**config.mk**
```make
export PLATFORM = sky130hd
export DESIGN_NAME = mc_controller
export DESIGN_NICKNAME = d
export VERILOG_FILES = /design/src/rtl/mc_controller.sv
export SDC_FILE = /design/constraint.sdc
export NUM_CORES = 1
export LEC_CHECK = 0
export CAP_MARGIN = 20
export CORE_UTILIZATION = 29
export CTS_CLUSTER_SIZE = 20
export DETAILED_ROUTE_END_ITERATION = 8
export GPL_TIMING_DRIVEN = 0
export PLACE_DENSITY = 0.88
export RECOVER_POWER = 50
export SETUP_SLACK_MARGIN = 0.4
export SYNTH_ARGS = -nofsm -noshare
export SYNTH_HDL_FRONTEND = slang
export SYNTH_SLANG_ARGS = --single-unit
```
**constraint.sdc**
```tcl
create_clock -name clk -period 1.3 [get_ports clk]
set_input_delay 0.26 -clock clk [delete_from_list [all_inputs] [get_ports clk]]
set_output_delay 0.26 -clock clk [all_outputs]
set_load 0.02 [all_outputs]
```
**src/rtl/mc_controller.sv**
```systemverilog
`default_nettype none
// ============================================================================
//  Module   : mc_controller
//  Purpose  : Multi-cycle MIPS control unit. Moore FSM that sequences one
//             instruction through FETCH/DECODE/execute/write-back using a
//             shared ALU and a unified instruction/data memory, with a memory
//             ready handshake, a sticky illegal-instruction flag and a state
//             debug port.
//  Options  : define MC_BNE_EN to add the bne instruction (state 13).
//  Revision : 1.0 - initial release
// ============================================================================
module mc_controller #(
   parameter int ALUC_W = 3,   // alucontrol width, >= 3, upper bits tied low
   parameter int MEM_HS = 1    // 1 = honour mem_ready, 0 = single-cycle memory
) (
   input  logic              clk,
   input  logic              rst,
   input  logic [31:0]       instr,
   input  logic              zero,
   input  logic              mem_ready,
   output logic              mem_req,
   output logic              iord,
   output logic              irwrite,
   output logic              memwrite,
   output logic              pcen,
   output logic              regwrite,
   output logic              regdst,
   output logic              memtoreg,
   output logic              alusrca,
   output logic [1:0]        alusrcb,
   output logic [1:0]        pcsrc,
   output logic [ALUC_W-1:0] alucontrol,
   output logic              illegal,
   output logic [3:0]        state
);

   localparam logic [3:0] S_IDLE   = 4'd0;
   localparam logic [3:0] S_FETCH  = 4'd1;
   localparam logic [3:0] S_DECODE = 4'd2;
   localparam logic [3:0] S_MEMADR = 4'd3;
   localparam logic [3:0] S_MEMRD  = 4'd4;
   localparam logic [3:0] S_MEMWB  = 4'd5;
   localparam logic [3:0] S_MEMWR  = 4'd6;
   localparam logic [3:0] S_EXEC   = 4'd7;
   localparam logic [3:0] S_ALUWB  = 4'd8;
   localparam logic [3:0] S_BEQ    = 4'd9;
   localparam logic [3:0] S_ADDIEX = 4'd10;
   localparam logic [3:0] S_ADDIWB = 4'd11;
   localparam logic [3:0] S_JUMP   = 4'd12;
`ifdef MC_BNE_EN
   localparam logic [3:0] S_BNE    = 4'd13;
   localparam logic [5:0] OP_BNE   = 6'b000101;
`endif

   localparam logic [5:0] OP_RTYPE = 6'b000000;
   localparam logic [5:0] OP_LW    = 6'b100011;
   localparam logic [5:0] OP_SW    = 6'b101011;
   localparam logic [5:0] OP_BEQ   = 6'b000100;
   localparam logic [5:0] OP_ADDI  = 6'b001000;
   localparam logic [5:0] OP_J     = 6'b000010;

   localparam logic [2:0] ALU_ADD  = 3'b010;
   localparam logic [2:0] ALU_SUB  = 3'b110;
   localparam logic [2:0] ALU_AND  = 3'b000;
   localparam logic [2:0] ALU_OR   = 3'b001;
   localparam logic [2:0] ALU_SLT  = 3'b111;

   logic [3:0] state_q, state_d;
   logic       illegal_q, illegal_d;
   logic [5:0] op;
   logic [5:0] funct;
   logic       mem_rdy;
   logic       funct_ok;
   logic [2:0] funct_alu;
   logic [2:0] alu3;
   logic       unused_instr;

   assign op           = instr[31:26];
   assign funct        = instr[5:0];
   assign unused_instr = ^instr[25:6];

   // Without a handshake the memory is assumed to finish every access at once
   assign mem_rdy = (MEM_HS != 0) ? mem_ready : 1'b1;

   // Map R-type funct to the ALU operation and flag unsupported codes
   always_comb begin
      funct_ok  = 1'b1;
      funct_alu = ALU_AND;
      case (funct)
         6'b100000: funct_alu = ALU_ADD;
         6'b100010: funct_alu = ALU_SUB;
         6'b100100: funct_alu = ALU_AND;
         6'b100101: funct_alu = ALU_OR;
         6'b101010: funct_alu = ALU_SLT;
         default:   funct_ok  = 1'b0;
      endcase
   end

   // State register and sticky illegal flag; async reset aborts mid-instruction
   always_ff @(posedge clk or posedge rst) begin
      if (rst) begin
         state_q   <= S_IDLE;
         illegal_q <= 1'b0;
      end else begin
         state_q   <= state_d;
         illegal_q <= illegal_d;
      end
   end

   // Next-state sequencing and illegal-instruction detection
   always_comb begin
      state_d   = state_q;
      illegal_d = illegal_q;
      case (state_q)
         S_IDLE:   state_d = S_FETCH;
         S_FETCH:  if (mem_rdy) state_d = S_DECODE;
         S_DECODE: begin
            case (op)
               OP_LW, OP_SW: state_d = S_MEMADR;
               OP_RTYPE:     state_d = S_EXEC;
               OP_BEQ:       state_d = S_BEQ;
               OP_ADDI:      state_d = S_ADDIEX;
               OP_J:         state_d = S_JUMP;
`ifdef MC_BNE_EN
               OP_BNE:       state_d = S_BNE;
`endif
               default: begin
                  illegal_d = 1'b1;
                  state_d   = S_FETCH;
               end
            endcase
         end
         // Only lw and sw reach here, so anything but lw is a store
         S_MEMADR: state_d = (op == OP_LW) ? S_MEMRD : S_MEMWR;
         S_MEMRD:  if (mem_rdy) state_d = S_MEMWB;
         S_MEMWB:  state_d = S_FETCH;
         S_MEMWR:  if (mem_rdy) state_d = S_FETCH;
         S_EXEC: begin
            if (funct_ok) begin
               state_d = S_ALUWB;
            end else begin
               illegal_d = 1'b1;
               state_d   = S_FETCH;
            end
         end
         S_ALUWB:  state_d = S_FETCH;
         S_BEQ:    state_d = S_FETCH;
         S_ADDIEX: state_d = S_ADDIWB;
         S_ADDIWB: state_d = S_FETCH;
         S_JUMP:   state_d = S_FETCH;
`ifdef MC_BNE_EN
         S_BNE:    state_d = S_FETCH;
`endif
         default:  state_d = S_IDLE;
      endcase
   end

   // Moore outputs; only FETCH (mem_rdy) and branches (zero) peek at inputs
   always_comb begin
      mem_req  = 1'b0;
      iord     = 1'b0;
      irwrite  = 1'b0;
      memwrite = 1'b0;
      pcen     = 1'b0;
      regwrite = 1'b0;
      regdst   = 1'b0;
      memtoreg = 1'b0;
      alusrca  = 1'b0;
      alusrcb  = 2'b00;
      pcsrc    = 2'b00;
      alu3     = ALU_AND;
      case (state_q)
         S_FETCH: begin
            mem_req = 1'b1;
            alusrcb = 2'b01;
            alu3    = ALU_ADD;
            irwrite = mem_rdy;
            pcen    = mem_rdy;
         end
         S_DECODE: begin
            alusrcb = 2'b11;
            alu3    = ALU_ADD;
         end
         S_MEMADR: begin
            alusrca = 1'b1;
            alusrcb = 2'b10;
            alu3    = ALU_ADD;
         end
         S_MEMRD: begin
            mem_req = 1'b1;
            iord    = 1'b1;
         end
         S_MEMWB: begin
            regwrite = 1'b1;
            memtoreg = 1'b1;
         end
         S_MEMWR: begin
            mem_req  = 1'b1;
            iord     = 1'b1;
            memwrite = 1'b1;
         end
         S_EXEC: begin
            alusrca = 1'b1;
            alu3    = funct_alu;
         end
         S_ALUWB: begin
            regwrite = 1'b1;
            regdst   = 1'b1;
         end
         S_BEQ: begin
            alusrca = 1'b1;
            alu3    = ALU_SUB;
            pcsrc   = 2'b01;
            pcen    = zero;
         end
         S_ADDIEX: begin
            alusrca = 1'b1;
            alusrcb = 2'b10;
            alu3    = ALU_ADD;
         end
         S_ADDIWB: regwrite = 1'b1;
         S_JUMP: begin
            pcsrc = 2'b10;
            pcen  = 1'b1;
         end
`ifdef MC_BNE_EN
         S_BNE: begin
            alusrca = 1'b1;
            alu3    = ALU_SUB;
            pcsrc   = 2'b01;
            pcen    = ~zero;
         end
`endif
         default: ;
      endcase
   end

   // Widen the 3-bit ALU code; any extra upper bits stay low
   always_comb begin
      alucontrol      = '0;
      alucontrol[2:0] = alu3;
   end

   assign illegal = illegal_q;
   assign state   = state_q;

endmodule
`default_nettype wire
```
Word-level counts from Yosys, hierarchy flattened:

Index checks and enable logic that the tools add are counted.

* flip-flop bits (word level): 5
* bits of input ports: 36
* output and inout bits: 21

* reductions and logical operators: 15
* eq/ne operators: 27
* multiplexer cells: 24

Operators by type and width (number)
* 6-bit == test (second input constant): 7
* 4-bit case mux with 8 select lines: 1
* 4-bit == test (second input constant): 5
* 4-bit case mux with 5 select lines: 1
* 4-bit by 3-bit == test with 1-bit output (second input constant): 4
* 4-bit 2-to-1 mux: 4
* 3-bit case mux with 4 select lines: 1
* 6-bit OR reduction: 2
* 1-bit 2-to-1 mux: 11
* 2-bit != test (second input constant): 5
* 3-bit case mux with 3 select lines: 1
* 4-bit by 2-bit == test with 1-bit output (second input constant): 2
* 4-bit OR reduction: 2
* 6-bit by 2-bit == test with 1-bit output (second input constant): 1
* 6-bit by 3-bit == test with 1-bit output (second input constant): 1
* 6-bit by 4-bit == test with 1-bit output (second input constant): 1
* 6-bit zero test: 1
* 2-bit case mux with 3 select lines: 1
* 3-bit AND reduction: 2
* 2-bit OR reduction: 3
* 3-bit OR reduction: 2
* 5-bit OR reduction: 1
* 4-bit by 1-bit == test with 1-bit output (second input constant): 1
* 4-bit zero test: 1
* other kinds (5): 5

Longest topological paths before layout:

* depth after elaboration: 5
* gate-level depth with buffers: 5
* mapped depth without buffers: 4

Worst setup path before layout:

Ideal clock, no wire load.

* path type: register to output
* from: register state_q[0], in the netlist state[0]
* to: output pcen
* stages on the path, launching flop included: 5
* setup slack: -0.858 ns
* data arrival time: 1.898 ns
* cell sequence: dfrtp_1 buf_2 nand2b_1 nor4b_1 a211o_1

* word-level cells in the longest chain between the ends: 2
* elaborated cells on any way between the ends: 4
* classes of those cells: eq/ne: 3; mux: 1

RTL lines
* from (decl): RTL line 68 `logic [3:0] state_q, state_d;`
* from (signal assigned): RTL line 105 `state_q <= state_d;`
* 4-bit == test / 4-bit by 1-bit == test with 1-bit output (equally long branches): RTL line 172 `case (state_q)`
* 1-bit case mux with 3 select lines (*): RTL line 172
* to (decl): RTL line 25 `output logic pcen,`

Every way passes the cells marked *; elsewhere a longest branch is shown, timed or not.

Worst setup path after layout:

* from: register state_q[3], in the netlist state[3]
* to: output alucontrol[0]

* word-level cells in the longest chain between the ends: 3
* elaborated cells on any way between the ends: 8
* classes of those cells: eq/ne: 6; mux: 1; reduce/logical: 1

RTL lines
* 4-bit by 2-bit == test with 1-bit output (tied with other cells): RTL line 172
* 4-bit OR reduction (no source line)
* 3-bit case mux with 3 select lines (*): RTL line 172
* to (decl): RTL line 32 `output logic [ALUC_W-1:0] alucontrol,`

Marks and branches as above.

==> impl_metrics.json <==
{
  "cts_tree": "yes",
  "max_freq_mhz": 537,
  "synth_area_leaders": "dfrtp_1 18%, nor2_1 6.6%, nand2b_1 5.5%, buf_2 5.1%, o21ai_0 5.1%",
  "die-width_um": 50.4,
  "tightestPinTransition_ns": 0.349,
  "synth_ff_type": "dfrtp_1",
  "leakage_uw": 0.000779,
  "slew_violations": 0,
  "rows": 17,
  "violations": "negative setup slack",
  "layout.nets": 213,
  "ctsLongestPathBuffers": 2,
  "period_share": 1.43,
  "syn_avg_cell_area_um2": 7.09,
  "drt_iter0_drc": 44,
  "min_path_type": "in2reg",
  "rsz0062_at_grt": "yes",
  "cp-end-kind": "output pin",
  "path_cells": "buf_6 > nand2b_4 > nor3_4 > and2_4 > nor2b_4 > buf_6",
  "power_uw": 3500,
  "max_cap_viol_count": 0,
  "hold_violations": 0,
  "cp_slowest_cell": "dfrtp_2",
  "drc": 0,
  "p_per_area_mw_per_mm2": 1960,
  "cp.required_ns": 1.04,
  "synthCells": 96,
  "path_clk_slew_ns": 0.04,
  "grt_max_degree": 11,
  "fin_skew_ns": 0.0121,
  "synth_edf_count": 0,
  "finalCriticalPeriod_ns": 1.86,
  "grt_pass1_vias": 1147,
  "ant_nets": 0,
  "start_util": 0.308,
  "path_buf_inv": 2,
  "syn_to_final_growth_pct": 162,
  "antenna_found_initial": 0,
  "cts_buffers": 3,
  "wl_um": 4090,
  "setup_ws_ns": -0.562,
  "cp_top_family": "simple AND/OR/NAND/NOR gates",
  "finalSetupTns_ns": -8.02,
  "final_cell_area_mm2": 0.00178,
  "timing.slew.headroom": 0.766,
  "ir_drop_mv": 1.60,
  "yosysTopAreaCell": "dfrtp_1",
  "syn_nets": 132,
  "utilization": 0.807,
  "yosysWarnings": 0,
  "grt_first_pass_wirelength_um": 5440,
  "cp-start-kind": "flip-flop",
  "clk_latency_ns": 0.26,
  "core_mm2": 0.00221,
  "cp_data_arrival_time_ns": 1.60,
  "die_area_mm2": 0.00254,
  "diodes": 0,
  "dp_hpwl_um": 1840,
  "wire_per_inst_um": 20.1,
  "track_usage": 0.290,
  "cts_hold_buffers": 0,
  "status": "finished, violations left",
  "place_area_mm2": 0.00122,
  "syn_area_um2": 681,
  "portBuffers": 36,
  "vias": 1209,
  "drive_gt1_frac": 0.693,
  "final_cell_mix": "40 x buf_6, 24 x buf_4, 6 x nand2b_4, 6 x nor2_4, 6 x clkdlybuf4s50_1",
  "htreeDepth": 1,
  "setup_violations": 22,
  "synth_top_area_share": 0.184,
  "via_per_inst": 5.93,
  "yosys_register_bits": 5,
  "cpPeakStageDelay_ns": 0.40,
  "place_ws_ns": -0.902,
  "overflow": 0,
  "fp.dieH_um": 50.4,
  "drt_pass1_iterations": 4,
  "cts.sinks": 5,
  "yosysSeqAreaShare": 0.184,
  "crit_top_cell": "buf_6",
  "ys_types": 38,
  "worstSetupPathType": "reg2out",
  "root_buffer": "clkbuf_4",
  "gp_congestion": 0.877,
  "final_common_cell": "buf_6",
  "ios": 57,
  "crit_path_max_fanout": 5,
  "synthArstFlopShare": 1.00
}
-- state kept, by name (all words and copies together), names as in the netlist --
name	flops
illegal	1
state	4
-- area by class of cell --
cell class / instances / area [um^2]
sequential: 5 / 130
clock buffer: 4 / 26.3
timing repair buffer: 76 / 723
inverter: 5 / 18.8
buffer: 7 / 90.1
fill: 120 / 428
tap: 28 / 35.0
multi-input combinational: 79 / 761
-- cells in the mapped netlist (3+ instances only) --
master / instances
a211oi_1: 4
nor3_1: 4
a21oi_1: 3
nor2b_1: 4
and2_1: 3
nor2_1: 12
nand2_1: 3
nand2b_1: 6
o21ai_0: 7
inv_1: 5
dfrtp_1: 5
a31oi_1: 3
buf_2: 7
-- what timing repair did --
item / 4_1_cts / 5_1_grt
hold endpoints to repair: 0 / 0
cloned: 1 / 0
setup buffers: 27 / 12
resized for setup: 172 / 34
pin swaps: 14 / 13
setup endpoints to repair: 26 / 26
-- report_power, final --
part,total (uW),switching [uW],internal [uW]
sequential,275,65.7,210
clock,200,82.8,117
combinational,3030,1460,1570
total,3500,1600,1900
-- logic make-up after synthesis --
kind of cell | Yosys count | share of synthesized area
AO/OA/AOI/OAI | 32 | 0.329
XOR/XNOR | 1 | 0.0129
adder cells (fa/ha/maj) | 1 | 0.0147
buffers and inverters | 12 | 0.0790
flip-flops | 5 | 0.184
multiplexers | 2 | 0.0294
AND/OR/NAND/NOR | 43 | 0.351
-- through the flow --
step | hold WS, ns | std cells
3_3_place_gp | 0.462 | 160
3_5_place_dp | 0.477 | 160
6_report | 0.314 | 204
4_1_cts | 0.203 | 192
5_1_grt | 0.310 | 204
2_1_floorplan | 0.0382 | 96
-- per-layer routing --
layer / vias up / wire length [um] / track usage
met5: - / 0 / 0
met4: 0 / 217 / 0.185
met3: 24 / 242 / 0.0545
met2: 71 / 2060 / 0.513
met1: 591 / 1570 / 0.312
li1: 523 / - / -
-- path summary, 6_finish.rpt --
kind	startpoint	to	slack (ns)	cells past startpoint
worst min-delay path	instr[29]	state[2]$_DFFE_PP0P_	0.31	2
worst max register to register	state[1]$_DFFE_PP0P_	state[1]$_DFFE_PP0P_	-0.46	7
worst min register to register	illegal$_DFFE_PP0P_	illegal$_DFFE_PP0P_	0.61	3
max in group asynchronous	rst	state[2]$_DFFE_PP0P_	0.78	2
worst max-delay path	state[3]$_DFFE_PP0P_	alucontrol[0]	-0.56	6
min in group asynchronous	rst	state[1]$_DFFE_PP0P_	0.32	2
(Power assumes the default switching activity.)
